## src/rtl/mem_arb_pkg.sv

```systemverilog
// Shared types and default bus widths for the two-port round-robin memory arbiter.
package mem_arb_pkg;

  localparam int ADDR_W = 20;
  localparam int DATA_W = 16;
  localparam int BE_W   = 2;

  typedef enum logic [1:0] {IDLE, RD_OWN, WR_OWN, DRAIN} arb_state_t;
  typedef enum logic {PORT_RD, PORT_WR} port_t;

endpackage

```

## src/rtl/mem_arb_outst_ctr.sv

```systemverilog
// In-flight read counter: up on accepted read, down on returned data, sticky flag
// when data comes back with nothing outstanding.
module mem_arb_outst_ctr #(
  parameter int MAX_OUTST = 4,
  parameter int CNT_W     = $clog2(MAX_OUTST + 1)
) (
  input  logic             clock,
  input  logic             reset_n,
  input  logic             inc,
  input  logic             dec,
  output logic [CNT_W-1:0] cnt,
  output logic             err_underflow
);

  localparam logic [CNT_W-1:0] CNT_MAX = CNT_W'(MAX_OUTST);

  logic [CNT_W-1:0] cnt_q, cnt_d;
  logic             err_q, err_d;

  // Next count; a return at zero holds the count at zero and raises the flag
  always_comb begin
    cnt_d = cnt_q;
    err_d = err_q;
    case ({inc, dec})
      2'b10: begin
        if (cnt_q != CNT_MAX) cnt_d = cnt_q + CNT_W'(1);
        else                  cnt_d = cnt_q;
      end
      2'b01: begin
        if (cnt_q == '0) err_d = 1'b1;
        else             cnt_d = cnt_q - CNT_W'(1);
      end
      2'b11: begin
        if (cnt_q == '0) err_d = 1'b1;
        else             cnt_d = cnt_q;
      end
      default: cnt_d = cnt_q;
    endcase
  end

  // Counter and flag registers
  always_ff @(posedge clock) begin
    if (!reset_n) begin
      cnt_q <= '0;
      err_q <= 1'b0;
    end else begin
      cnt_q <= cnt_d;
      err_q <= err_d;
    end
  end

  assign cnt           = cnt_q;
  assign err_underflow = err_q;

endmodule

```

## src/rtl/mem_rr_arb.sv

```systemverilog
// Round-robin arbiter sharing one memory bus between a read-only and a write-only
// port, with bounded bursts and a drain of in-flight reads before handing to the writer.
module mem_rr_arb #(
  parameter int ADDR_W    = mem_arb_pkg::ADDR_W,
  parameter int DATA_W    = mem_arb_pkg::DATA_W,
  parameter int BE_W      = mem_arb_pkg::BE_W,
  parameter int MAX_BURST = 8,
  parameter int MAX_OUTST = 4
) (
  input  logic                             clock,
  input  logic                             reset_n,
  output logic [ADDR_W-1:0]                mem_address,
  output logic [BE_W-1:0]                  mem_byteenable,
  output logic                             mem_read,
  output logic                             mem_write,
  output logic [DATA_W-1:0]                mem_writedata,
  input  logic [DATA_W-1:0]                mem_readdata,
  input  logic                             mem_readdataready,
  input  logic                             mem_waitrequest,
  input  logic [ADDR_W-1:0]                rd_address,
  input  logic [BE_W-1:0]                  rd_byteenable,
  input  logic                             rd_read,
  output logic [DATA_W-1:0]                rd_readdata,
  output logic                             rd_readdataready,
  output logic                             rd_waitrequest,
  input  logic [ADDR_W-1:0]                wr_address,
  input  logic [BE_W-1:0]                  wr_byteenable,
  input  logic                             wr_write,
  input  logic [DATA_W-1:0]                wr_writedata,
  output logic                             wr_waitrequest,
  output logic                             grant_rd,
  output logic                             grant_wr,
  output logic [$clog2(MAX_OUTST+1)-1:0]   outst_cnt,
  output logic                             err_underflow
);
  import mem_arb_pkg::*;

  localparam int CNT_W   = $clog2(MAX_OUTST + 1);
  localparam int BURST_W = $clog2(MAX_BURST + 1);
  localparam logic [CNT_W-1:0]   OUTST_MAX = CNT_W'(MAX_OUTST);
  localparam logic [BURST_W-1:0] BURST_MAX = BURST_W'(MAX_BURST);

  arb_state_t         state_q, state_d;
  port_t              last_served_q, last_served_d;
  logic               grant_rd_q, grant_rd_d;
  logic               grant_wr_q, grant_wr_d;
  logic [BURST_W-1:0] burst_cnt_q, burst_cnt_d, burst_next;
  logic               outst_full, rd_accept, wr_accept;

  assign outst_full = (outst_cnt == OUTST_MAX);
  assign rd_accept  = grant_rd_q & rd_read & ~mem_waitrequest & ~outst_full;
  assign wr_accept  = grant_wr_q & wr_write & ~mem_waitrequest;

  mem_arb_outst_ctr #(
    .MAX_OUTST (MAX_OUTST),
    .CNT_W     (CNT_W)
  ) u_outst_ctr (
    .clock         (clock),
    .reset_n       (reset_n),
    .inc           (rd_accept),
    .dec           (mem_readdataready),
    .cnt           (outst_cnt),
    .err_underflow (err_underflow)
  );

  // Bus steering from the registered grant; idle bus is driven to zero
  always_comb begin
    mem_address    = '0;
    mem_byteenable = '0;
    mem_writedata  = '0;
    if (grant_rd_q) begin
      mem_address    = rd_address;
      mem_byteenable = rd_byteenable;
    end else if (grant_wr_q) begin
      mem_address    = wr_address;
      mem_byteenable = wr_byteenable;
      mem_writedata  = wr_writedata;
    end else begin
      mem_address    = '0;
      mem_byteenable = '0;
      mem_writedata  = '0;
    end
  end

  assign mem_read         = grant_rd_q & rd_read & ~outst_full;
  assign mem_write        = grant_wr_q & wr_write;
  assign rd_waitrequest   = ~grant_rd_q | mem_waitrequest | outst_full;
  assign wr_waitrequest   = ~grant_wr_q | mem_waitrequest;
  assign rd_readdata      = mem_readdata;
  assign rd_readdataready = mem_readdataready;
  assign grant_rd         = grant_rd_q;
  assign grant_wr         = grant_wr_q;

  // Ownership FSM; a hand-over only happens once the owner has no stalled command
  always_comb begin
    state_d       = state_q;
    last_served_d = last_served_q;
    burst_cnt_d   = burst_cnt_q;
    burst_next    = burst_cnt_q;
    case (state_q)
      IDLE: begin
        burst_cnt_d = '0;
        if (rd_read && wr_write) begin
          if (last_served_q == PORT_WR) state_d = RD_OWN;
          else                          state_d = WR_OWN;
        end else if (rd_read) begin
          state_d = RD_OWN;
        end else if (wr_write) begin
          state_d = WR_OWN;
        end else begin
          state_d = IDLE;
        end
      end
      RD_OWN: begin
        if (rd_accept && (burst_cnt_q != BURST_MAX)) burst_next = burst_cnt_q + BURST_W'(1);
        else                                         burst_next = burst_cnt_q;
        burst_cnt_d = burst_next;
        if (wr_write && (!rd_read || (rd_accept && (burst_next == BURST_MAX)))) begin
          burst_cnt_d   = '0;
          last_served_d = PORT_RD;
          if ((outst_cnt != '0) || rd_accept) state_d = DRAIN;
          else                                state_d = WR_OWN;
        end else if (!rd_read && !wr_write) begin
          burst_cnt_d   = '0;
          last_served_d = PORT_RD;
          state_d       = IDLE;
        end else begin
          state_d = RD_OWN;
        end
      end
      WR_OWN: begin
        if (wr_accept && (burst_cnt_q != BURST_MAX)) burst_next = burst_cnt_q + BURST_W'(1);
        else                                         burst_next = burst_cnt_q;
        burst_cnt_d = burst_next;
        if (rd_read && (!wr_write || (wr_accept && (burst_next == BURST_MAX)))) begin
          burst_cnt_d   = '0;
          last_served_d = PORT_WR;
          state_d       = RD_OWN;
        end else if (!wr_write && !rd_read) begin
          burst_cnt_d   = '0;
          last_served_d = PORT_WR;
          state_d       = IDLE;
        end else begin
          state_d = WR_OWN;
        end
      end
      DRAIN: begin
        burst_cnt_d = '0;
        if (outst_cnt == '0) begin
          if (wr_write) state_d = WR_OWN;
          else          state_d = IDLE;
        end else begin
          state_d = DRAIN;
        end
      end
      default: begin
        burst_cnt_d = '0;
        state_d     = IDLE;
      end
    endcase
    grant_rd_d = (state_d == RD_OWN);
    grant_wr_d = (state_d == WR_OWN);
  end

  // Arbiter state registers
  always_ff @(posedge clock) begin
    if (!reset_n) begin
      state_q       <= IDLE;
      last_served_q <= PORT_WR;
      grant_rd_q    <= 1'b0;
      grant_wr_q    <= 1'b0;
      burst_cnt_q   <= '0;
    end else begin
      state_q       <= state_d;
      last_served_q <= last_served_d;
      grant_rd_q    <= grant_rd_d;
      grant_wr_q    <= grant_wr_d;
      burst_cnt_q   <= burst_cnt_d;
    end
  end

endmodule

```

## config.mk

```make
export PLATFORM = sky130hd
export DESIGN_NAME = mem_rr_arb
export DESIGN_NICKNAME = d
export VERILOG_FILES = /design/src/rtl/mem_arb_pkg.sv /design/src/rtl/mem_arb_outst_ctr.sv /design/src/rtl/mem_rr_arb.sv
export SDC_FILE = /design/constraint.sdc
export NUM_CORES = 1
export LEC_CHECK = 0
export ABC_AREA = 1
export CAP_MARGIN = 20
export CORE_AREA = 2 2 75 77
export DETAILED_ROUTE_END_ITERATION = 7
export DIE_AREA = 0 0 77 79
export HOLD_SLACK_MARGIN = 0.1
export PLACE_DENSITY_LB_ADDON = 0.12
export SLEW_MARGIN = 20
export SYNTH_ARGS = -nofsm -noshare
export SYNTH_HDL_FRONTEND = slang
export SYNTH_SLANG_ARGS = --single-unit
```

## constraint.sdc

```tcl
create_clock -name clock -period 2.3 [get_ports clock]
set_input_delay 0.46 -clock clock [delete_from_list [all_inputs] [get_ports clock]]
set_output_delay 0.46 -clock clock [all_outputs]
set_load 0.05 [all_outputs]
```

==> reports/summary.txt <==
outcome: finished clean
Gate power share: 0.828
clk sinks: 13
All-Layer GR Usage: 0.184
Syn Nets: 368
Max-Cap Viols: 0
Starting Density: 0.295
first-pass GRT wire length: 9.21 mm
ratio of cells with drive above 1 in the final layout: 0.228
final-stage net count: 472
fraction of power consumed by sequential logic: 0.102
Pre-Repair DR Iteration Count: 4
Worst EP required: 2.44 ns
adder-cell share of the synthesized area: 0.0604
antenna violations before repair: 0
std cell rows: 27
Post-Synth Simple-Gate Area: 0.520
fill count: 536
Highest Clock Rate: 481 MHz
Buf/Inv on CP: 1
Slew HR: 0.584
CP endpoint: u_outst_ctr.cnt[2]
post-CTS sizing: 0
Reg2Reg Depth: 12
RSZ-0062 raised after global routing: no
cell mode on critical path: nand2_1
Crit. Startpoint: mem_waitrequest
Clock Skew: 0.00132 ns
Layout Cells excl Fill: 454
placed instance count: 450
post-synthesis mux area share: 0
Worst R2R Setup Slack: 0.36 ns
clock-pin slew on the worst setup and hold paths: 0.06 ns
CP max stage delay: 0.61 ns
routability congestion estimate from global placement: 0.931
final worst-path cycle share: 0.903
Ys Warns: 0
Switch Pwr: 1840 uW
WP data arrival: 2.21 ns
DRC Markers: 0
RR Endpoint: grant_wr
main combinational cell family by area after synthesis: simple AND/OR/NAND/NOR gates
die area: 6080 um2
Non-Filler Cell Area, Final: 2960 um2
critical path depth in cells: 9
count of unique library cells instantiated by Yosys: 27
Top delay family on crit path: buffers and inverters
launch point of the worst reg-to-reg path: burst_cnt_q[0]
Fin. Hold Viols: 0
number of setup violations in the final report: 0
largest net degree at the start of global routing: 41
final wirelength: 5.68 mm
critical path peak fanout: 4
Period minus WS final: 2.08 ns
Port-buffer cells: 114
Critical Path, Cell by Cell: clkdlybuf4s50_1 -> nor2_4 -> nand2_1 -> nand2_1 -> fa_1 -> xnor2_1 -> nor2_1 -> o21ai_0 -> a21oi_1
worst slew pin tran: 0.623 ns
crit path setup slack, layout: 0.223 ns
pwr dens: 1070 nW/um2
compound-cell area share of the yosys netlist: 0.0739
Clock Power Share: 0.069
number of synthesized register bits: 13
Placement Cell Area: 2920 um2
min-delay worst type: register to register
Detail Route Antenna Nets: 0
Syn Area/Cell: 5.64 um2
detailed placement HPWL: 4.67 mm
# diodes: 0
slowest CP cell: clkdlybuf4s50_1
sequential fraction of the synthesis area: 0.165
wire length per cell: 12.5 um
CTS HTree Levels: 1
CTS tree: built
xor/xnor share of the synthesized area: 0.0111
die width: 77 um
Die Span Y: 79 um
CTS max path bufs: 2
setup bufs post-CTS: 0
Sw Ratio: 0.584
Clock Latency Late Sink: 0.25 ns
Root Buffer: clkbuf_8
total grt overflow: 0
DRT iter0 DRCs: 66
CP Capture Type: register
CTS Buf Count: 3
hold_buf cts: 0
Setup TNS Final: 0 ns
crit start category: input port
P&R area growth vs syn: 88.1%
Leakage: 0.00138 uW
Ports: 147
pins over their slew limit: 0
crit path kind: input port to register
pre-CTS WS: -0.0555 ns
synthesized area: 1570 um2
Mapped Cells: 279
vias per cell: 4.64
vias in the first global route: 1942
DR vias: 2107
Internal Pwr Total: 1310 uW
Core ar.: 5340 um2
VDD IR max: 0.553 mV
## worst min-delay path: stages (launching register included)
cell and delay [ns]:
dfxtp_1 0.32, nand2_1 0.05, nand3_1 0.05
## how the worst min path moves through the flow
| stage | cells past startpoint | to | slack [ns] | startpoint |
|---|---|---|---|---|
| floorplan | 2 | last_served_q | 0.42 | last_served_q |
| global placement | 2 | last_served_q | 0.44 | last_served_q |
| detailed placement | 2 | last_served_q | 0.45 | last_served_q |
| CTS | 2 | last_served_q | 0.46 | last_served_q |
| global route | 1 | u_outst_ctr.err_underflow | 0.50 | u_outst_ctr.err_underflow |
| finish | 2 | last_served_q | 0.45 | last_served_q |
## stage by stage
step                total power, uW   util  hold slack (ns)
finish                         3150  0.555            0.455
global route                   3350  0.555            0.502
CTS                            3180  0.555            0.459
detailed placement             2960  0.546            0.446
global placement               2950  0.546            0.444
floorplan                      2070      -            0.421
## state kept, by name (all words and copies together), names as in the netlist
| register | flops |
|---|---|
| u_outst_ctr.cnt | 3 |
| grant_rd | 1 |
| grant_wr | 1 |
| last_served_q | 1 |
| state_q | 2 |
| u_outst_ctr.err_underflow | 1 |
| burst_cnt_q | 4 |
## cells in the final DEF, fill, tap and decap left out, drive strengths merged, types with 4 or more instances in the layout
| master | netlist | routed |
|---|---|---|
| dfxtp | 13 | 13 |
| nand2 | 103 | 103 |
| buf | 20 | 57 |
| nand4 | 4 | 4 |
| nor2 | 32 | 32 |
| clkdlybuf4s50 | 0 | 69 |
| clkbuf | 7 | 4 |
| ha | 6 | 6 |
| a21oi | 11 | 11 |
| o21ai | 5 | 5 |
| nand3 | 42 | 42 |
| inv | 26 | 26 |
## synthesized netlist by cell type
cell,instances,area (um2)
nand2_1,100,375
nand3_1,35,175
nor2_1,29,109
inv_1,24,90.1
buf_4,17,128
dfxtp_1,13,260
a21oi_1,10,50.1
clkbuf_1,7,26.3
nand3_2,7,70.1
ha_1,6,75.1
nand4_1,4,25.0
buf_1,3,11.3
nand2_2,3,18.8
o21ai_0,3,15.0
inv_2,2,7.51
nor2_4,2,22.5
nor3_1,2,10.0
o21ai_1,2,10.0
xnor2_1,2,17.5
a21boi_4,1,18.8
a21oi_2,1,8.76
a31oi_1,1,6.26
clkinv_1,1,3.75
fa_1,1,20.0
nor2_2,1,6.26
o21a_1,1,7.51
or2_2,1,6.26
## power groups by stage
| stage | combinational (uW) | clock [uW] | sequential (uW) |
|---|---|---|---|
| finish | 2610 | 219 | 323 |
| detailed placement | 2630 | 0 | 326 |
| floorplan | 1640 | 0 | 423 |
| CTS | 2630 | 220 | 322 |
| global route | 2790 | 233 | 330 |
| global placement | 2620 | 0 | 325 |
## cells by family (layout without fill, tap and decap cells)
group	Yosys count	count (layout)
simple gates	184	184
fa+ha+maj	7	7
xor+xnor	2	2
flops	13	13
buf+inv	54	157
compound gates	19	19
## routing by layer
metal,routed length (um),up-vias,GRT usage
li1,-,1070,-
met1,2380,940,0.212
met2,2780,88,0.336
met3,446,9,0.0455
met4,78,0,0.0589
met5,0,-,0
## area by class of cell
cell class,count,area (um2),share of cell area
Clock buffer,4,45.0,0.0152
Inverter,27,101,0.0342
Multi-Input combinational cell,212,1070,0.361
Sequential cell,13,260,0.0879
Tap cell,72,90.1,0.0304
Timing Repair Buffer,126,1390,0.471
Power figures use the tool's default switching activity.
